File: src/rtl/mem_byte_master.sv
// mem_byte_master
//   Byte-wide data memory initiator for the CPU memory stage. One load or
//   store is accepted per handshake. The access is split into 1, 2 or 4
//   sequential byte transfers, most significant byte first. Read bytes are
//   reassembled into a 32-bit result with sign or zero extension.
//   Alignment and size checks are done here.
//
// Ports
//   CLK, Reset          clock, synchronous active-low reset
//   req_*               request handshake (valid/ready) and request fields
//   rsp_valid/rdata/err one-cycle completion pulse with load data / error flag
//   mem_en/we/addr/wdata byte transfer strobe towards the memory
//   mem_rdata           read byte, returned one cycle after a read strobe
module mem_byte_master #(
  parameter int ADDR_W = 32
) (
  input  logic              CLK,
  input  logic              Reset,
  input  logic              req_valid,
  output logic              req_ready,
  input  logic              req_we,
  input  logic [1:0]        req_size,
  input  logic              req_signed,
  input  logic [ADDR_W-1:0] req_addr,
  input  logic [31:0]       req_wdata,
  output logic              rsp_valid,
  output logic [31:0]       rsp_rdata,
  output logic              rsp_err,
  output logic              mem_en,
  output logic              mem_we,
  output logic [ADDR_W-1:0] mem_addr,
  output logic [7:0]        mem_wdata,
  input  logic [7:0]        mem_rdata
);

  typedef enum logic [1:0] {S_IDLE, S_XFER, S_DRAIN, S_RESP} state_t;

  state_t      r_state;
  logic [1:0]  r_k;       // index of the transfer currently on the bus
  logic [1:0]  r_nm1;     // transfer count minus one (0, 1 or 3)
  logic        r_we;
  logic        r_signed;
  logic [31:0] r_wsh;     // store bytes still to send, next one in [31:24]
  logic [23:0] r_rsh;     // read bytes collected so far, newest in [7:0]

  logic        w_accept;
  logic        w_err;
  logic [1:0]  w_nm1;
  logic [4:0]  w_wshamt;
  logic [31:0] w_wsh_init;
  logic [31:0] w_asm;
  logic [31:0] w_ext;

  assign req_ready = (r_state == S_IDLE) && Reset;
  assign w_accept  = req_valid && req_ready;

  assign w_err = (req_size == 2'b11) ||
                 ((req_size == 2'b01) && req_addr[0]) ||
                 ((req_size == 2'b10) && (req_addr[1:0] != 2'b00));

  always_comb begin
    w_nm1 = 2'd0;
    case (req_size)
      2'b01:   w_nm1 = 2'd1;
      2'b10:   w_nm1 = 2'd3;
      default: w_nm1 = 2'd0;
    endcase
  end

  // Left-justify the store data so the big-endian first byte sits in [31:24];
  // each transfer then just takes the top byte and shifts.
  assign w_wshamt   = {2'd3 - w_nm1, 3'b000};
  assign w_wsh_init = req_wdata << w_wshamt;

  // Final assembled value: shifting bytes in from the bottom leaves the
  // first-transferred byte highest, which is exactly the big-endian order.
  // Unused upper bytes stay zero because r_rsh is cleared on accept.
  assign w_asm = {r_rsh, mem_rdata};

  always_comb begin
    w_ext = w_asm;
    case (r_nm1)
      2'd0:    w_ext = {{24{r_signed & w_asm[7]}},  w_asm[7:0]};
      2'd1:    w_ext = {{16{r_signed & w_asm[15]}}, w_asm[15:0]};
      default: w_ext = w_asm;
    endcase
  end

  always_ff @(posedge CLK) begin
    if (!Reset) begin
      r_state   <= S_IDLE;
      r_k       <= 2'd0;
      r_nm1     <= 2'd0;
      r_we      <= 1'b0;
      r_signed  <= 1'b0;
      r_wsh     <= 32'd0;
      r_rsh     <= 24'd0;
      rsp_valid <= 1'b0;
      rsp_rdata <= 32'd0;
      rsp_err   <= 1'b0;
      mem_en    <= 1'b0;
      mem_we    <= 1'b0;
      mem_addr  <= '0;
      mem_wdata <= 8'd0;
    end else begin
      rsp_valid <= 1'b0;
      case (r_state)
        S_IDLE: begin
          rsp_rdata <= 32'd0;
          rsp_err   <= 1'b0;
          if (w_accept) begin
            r_we     <= req_we;
            r_signed <= req_signed;
            r_nm1    <= w_nm1;
            r_k      <= 2'd0;
            r_rsh    <= 24'd0;
            if (w_err) begin
              r_state   <= S_RESP;
              rsp_valid <= 1'b1;
              rsp_err   <= 1'b1;
            end else begin
              // first transfer is launched straight from the request
              r_state   <= S_XFER;
              mem_en    <= 1'b1;
              mem_we    <= req_we;
              mem_addr  <= req_addr;
              mem_wdata <= w_wsh_init[31:24];
              r_wsh     <= w_wsh_init << 8;
            end
          end
        end

        S_XFER: begin
          // byte for the previous strobe is on mem_rdata now
          if (!r_we && (r_k != 2'd0))
            r_rsh <= {r_rsh[15:0], mem_rdata};
          if (r_k == r_nm1) begin
            mem_en <= 1'b0;
            if (r_we) begin
              r_state   <= S_RESP;
              rsp_valid <= 1'b1;
              rsp_rdata <= 32'd0;
              rsp_err   <= 1'b0;
            end else begin
              r_state <= S_DRAIN;
            end
          end else begin
            r_k       <= r_k + 2'd1;
            mem_addr  <= mem_addr + ADDR_W'(1);  // wraps at ADDR_W bits
            mem_wdata <= r_wsh[31:24];
            r_wsh     <= r_wsh << 8;
          end
        end

        S_DRAIN: begin
          r_rsh     <= w_asm[23:0];
          r_state   <= S_RESP;
          rsp_valid <= 1'b1;
          rsp_rdata <= w_ext;
          rsp_err   <= 1'b0;
        end

        S_RESP: begin
          r_state   <= S_IDLE;
          rsp_rdata <= 32'd0;
          rsp_err   <= 1'b0;
        end

        default: r_state <= S_IDLE;
      endcase
    end
  end

endmodule

File: config.mk
export PLATFORM = sky130hd
export DESIGN_NAME = mem_byte_master
export DESIGN_NICKNAME = d
export VERILOG_FILES = /design/src/rtl/mem_byte_master.sv
export SDC_FILE = /design/constraint.sdc
export NUM_CORES = 1
export LEC_CHECK = 0
export CORE_UTILIZATION = 55
export CTS_CLUSTER_SIZE = 25
export DETAILED_ROUTE_END_ITERATION = 16
export PLACE_DENSITY_LB_ADDON = 0.12
export RECOVER_POWER = 50
export SETUP_SLACK_MARGIN = 0.2
export SYNTH_ARGS = -nofsm -noshare
export SYNTH_HDL_FRONTEND = slang
export SYNTH_SLANG_ARGS = --single-unit
File: constraint.sdc
create_clock -name CLK -period 5.7 [get_ports CLK]
set_clock_uncertainty 0.1 [all_clocks]
set_input_delay 1.71 -clock CLK [delete_from_list [all_inputs] [get_ports CLK]]
set_output_delay 1.71 -clock CLK [all_outputs]
set_load 0.01 [all_outputs]
==> metrics.cfg <==
[outcome]
outcome = finished with violations
violations = capacitance limit, slew limit

[layout]
stdcell_area_sq_um = 8950
layoutNonFillerInstCount = 1152
nNetsFinal = 1060
layout_commonest_cell = nand2_1
area_growth_pct = 31.5
layout_common_cells = nand2_1, dfxtp_1, a21oi_1, clkdlybuf4s50_1, dlygate4sd3_1
layout-drive-gt1-share_pct = 6.92

[yosys]
synth-compound-area-share_pct = 25.4
synth.area.mux_share_pct = 4.58
ys_warn_count = 0
ys.flop_type = dfxtp_1
yosysTopAreaCell = dfxtp_1
synthAdderAreaFrac_pct = 2.02
yosysTopAreaCellShare_pct = 38.8
yosys-top-cells-area = dfxtp_1, a21oi_1, nand2_1
synth_edf_count = 0
synthDistinctLibCells = 66
ys_ff_latch = 132
postSynthAreaPerCell_sq_um = 7.85
synthCells = 867
synth_top_family_by_area = compound AO/OA/AOI/OAI gates
ys_seq_area_share_pct = 38.8
synth_simple_gate_area_share_pct = 22.6
synth.cell_area_sq_um = 6810
synthArstFlopShare_pct = 0
syn-num-nets = 957
synth_xor_area_share_pct = 0.257

[detailed_routing]
firstDrtPassIters = 6
wl_per_cell_um = 16.7
vias = 7035
wl_mm = 19.2
antenna_left = 0
via_per_inst = 6.11
drc = 0
drtIter0Drc = 656

[global_routing]
antenna_found_initial = 1
grt_max_degree = 109
grt_pass1_wl_mm = 31.6
grt_pass1_vias = 6469
overflow = 0
grt_use_total_pct = 30.7

[cts]
cts-resized-gates = 0
clk_pin_slew_worst_paths_ps = 60
postCtsSetupRepairBufs = 0
clock-sinks = 132
htreeDepth = 4
clock_latency_ps = 420
clock_path_buffers = 2
cts_tree = yes
clockRootBuffer = clkbuf_16
cts_made_buffers = 17
holdBufCountCts = 0

[hold_path]
hp-class = flip-flop to flip-flop

[setup_path]
crit_path_cell_trace = dlygate4sd3_1 > clkinvlp_2 > nor2_1 > clkdlybuf4s50_1
crit_fanout = 2
crit_path_max_incr_delay_ps = 570
slowest_stage = dlygate4sd3_1
worst_setup_path_end_kind = output port
crit_type = input port to output port
crit_required_ps = 3890
crit_arrival_ps = 3160
critPathLaunchType = input port

[power_and_ir_drop]
leakagePower_uw = 0.00330
power.density_nw_per_um2 = 454
vdd_drop_max_uv = 355

[placement]
pre_cts_ws_ps = 889
gp_congestion = 0.887
numPortBuffers = 155
dp.cells = 1119
postPlaceCellArea_sq_um = 8320
dpl.hpwl_mm = 12.3

[floorplanning]
fp.dieW_um = 113
initial_utilization_pct = 56.4
io_pins = 156
coreArea_sq_um = 12100
die_y_um = 113
die-area_sq_um = 12800
fp-row-count = 40

[sta]
drv_slew = 109
period_share_pct = 87.2
worst_slack_ps = 727
fin_setup_tns_ps = 0
min_period_ps = 4970
final-hold-violation-count = 0
rsz0062_at_grt = false
tightestPinTransition_ps = 2220
slew_headroom_pct = -48.0
max_freq_ghz = 0.201
finalSetupViolCount = 0

[flow_run]
cap_violations = 1

stage by stage:
step | util, % | hold WS (ps) | total power, uW
6_report | 74.2 | 345 | 4060
5_1_grt | 74.2 | 359 | 4290
4_1_cts | 74.2 | 352 | 4110
3_5_place_dp | 69.0 | 344 | 2960
3_3_place_gp | 69.0 | 338 | 2890
2_1_floorplan | - | 332 | 2400
logic make-up after synthesis:
| logic type | Yosys count |
|---|---|
| compound gates | 266 |
| xor+xnor | 2 |
| fa+ha+maj | 11 |
| buf+inv | 104 |
| flops | 132 |
| mux | 29 |
| simple gates | 323 |
routing by layer:
layer | wire, um | up-vias | GRT usage [%]
met5 | 0 | - | 0
met4 | 449 | 0 | 12.1
met3 | 1500 | 42 | 7.18
met2 | 8990 | 343 | 49.7
met1 | 8270 | 3316 | 39.7
li1 | - | 3334 | -
final cells by class:
type | count | area, sq um
clock buffer | 22 | 484
tap | 168 | 210
inverter | 27 | 103
clock inverter | 10 | 145
sequential | 132 | 2640
timing repair buffer | 161 | 1590
antenna | 1 | 2.50
multi-input combinational | 631 | 3770
fill | 907 | 3110
synth_stat cells, drive strengths merged, types with 8 or more instances:
master and n:
mux2i 12, dfxtp 132, a211o 18, a221oi 8
nor3 12, nor2b 8, nand4 16, nor2 54
inv 25, nand3 62, a21oi 113, mux2 17
o211ai 18, buf 23, nand2 134, o221a 9
clkbuf 54, o21ai 36, ha 11, a311oi 8
a211oi 10
registers in the layout (all words and copies together), names as in the netlist:
| name | flops |
|---|---|
| mem_addr | 32 |
| rsp_rdata | 32 |
| r_rsh | 24 |
| r_wsh | 24 |
| mem_wdata | 8 |
| r_k | 2 |
| r_nm1 | 2 |
| r_state | 2 |
| mem_en | 1 |
| mem_we | 1 |
| r_signed | 1 |
| r_we | 1 |
| rsp_err | 1 |
| rsp_valid | 1 |
critical path, delay by kind of cell:
kind / cells / cell delay, ps
and+or+nand+nor: 1 / 170
buffers and inverters: 3 / 1280
path summary, 6_finish.rpt:
path / from / endpoint / slack (ps) / cells past startpoint
setup / recovery: Reset / req_ready / 730 / 4
hold / removal: rsp_rdata[20] / rsp_rdata[20] / 340 / 2
setup reg to reg: r_state[1] / rsp_rdata[19] / 2410 / 6
hold reg to reg: rsp_rdata[20] / rsp_rdata[20] / 340 / 2
power breakdown:
group | internal, uW | total, uW | leakage [uW] | switching [uW]
sequential | 1130 | 1340 | 0.00107 | 210
combinational | 603 | 1580 | 0.00192 | 980
clock | 738 | 1150 | 0.000303 | 409
total | 2470 | 4060 | 0.00330 | 1600
Power figures use the tool's default switching activity.
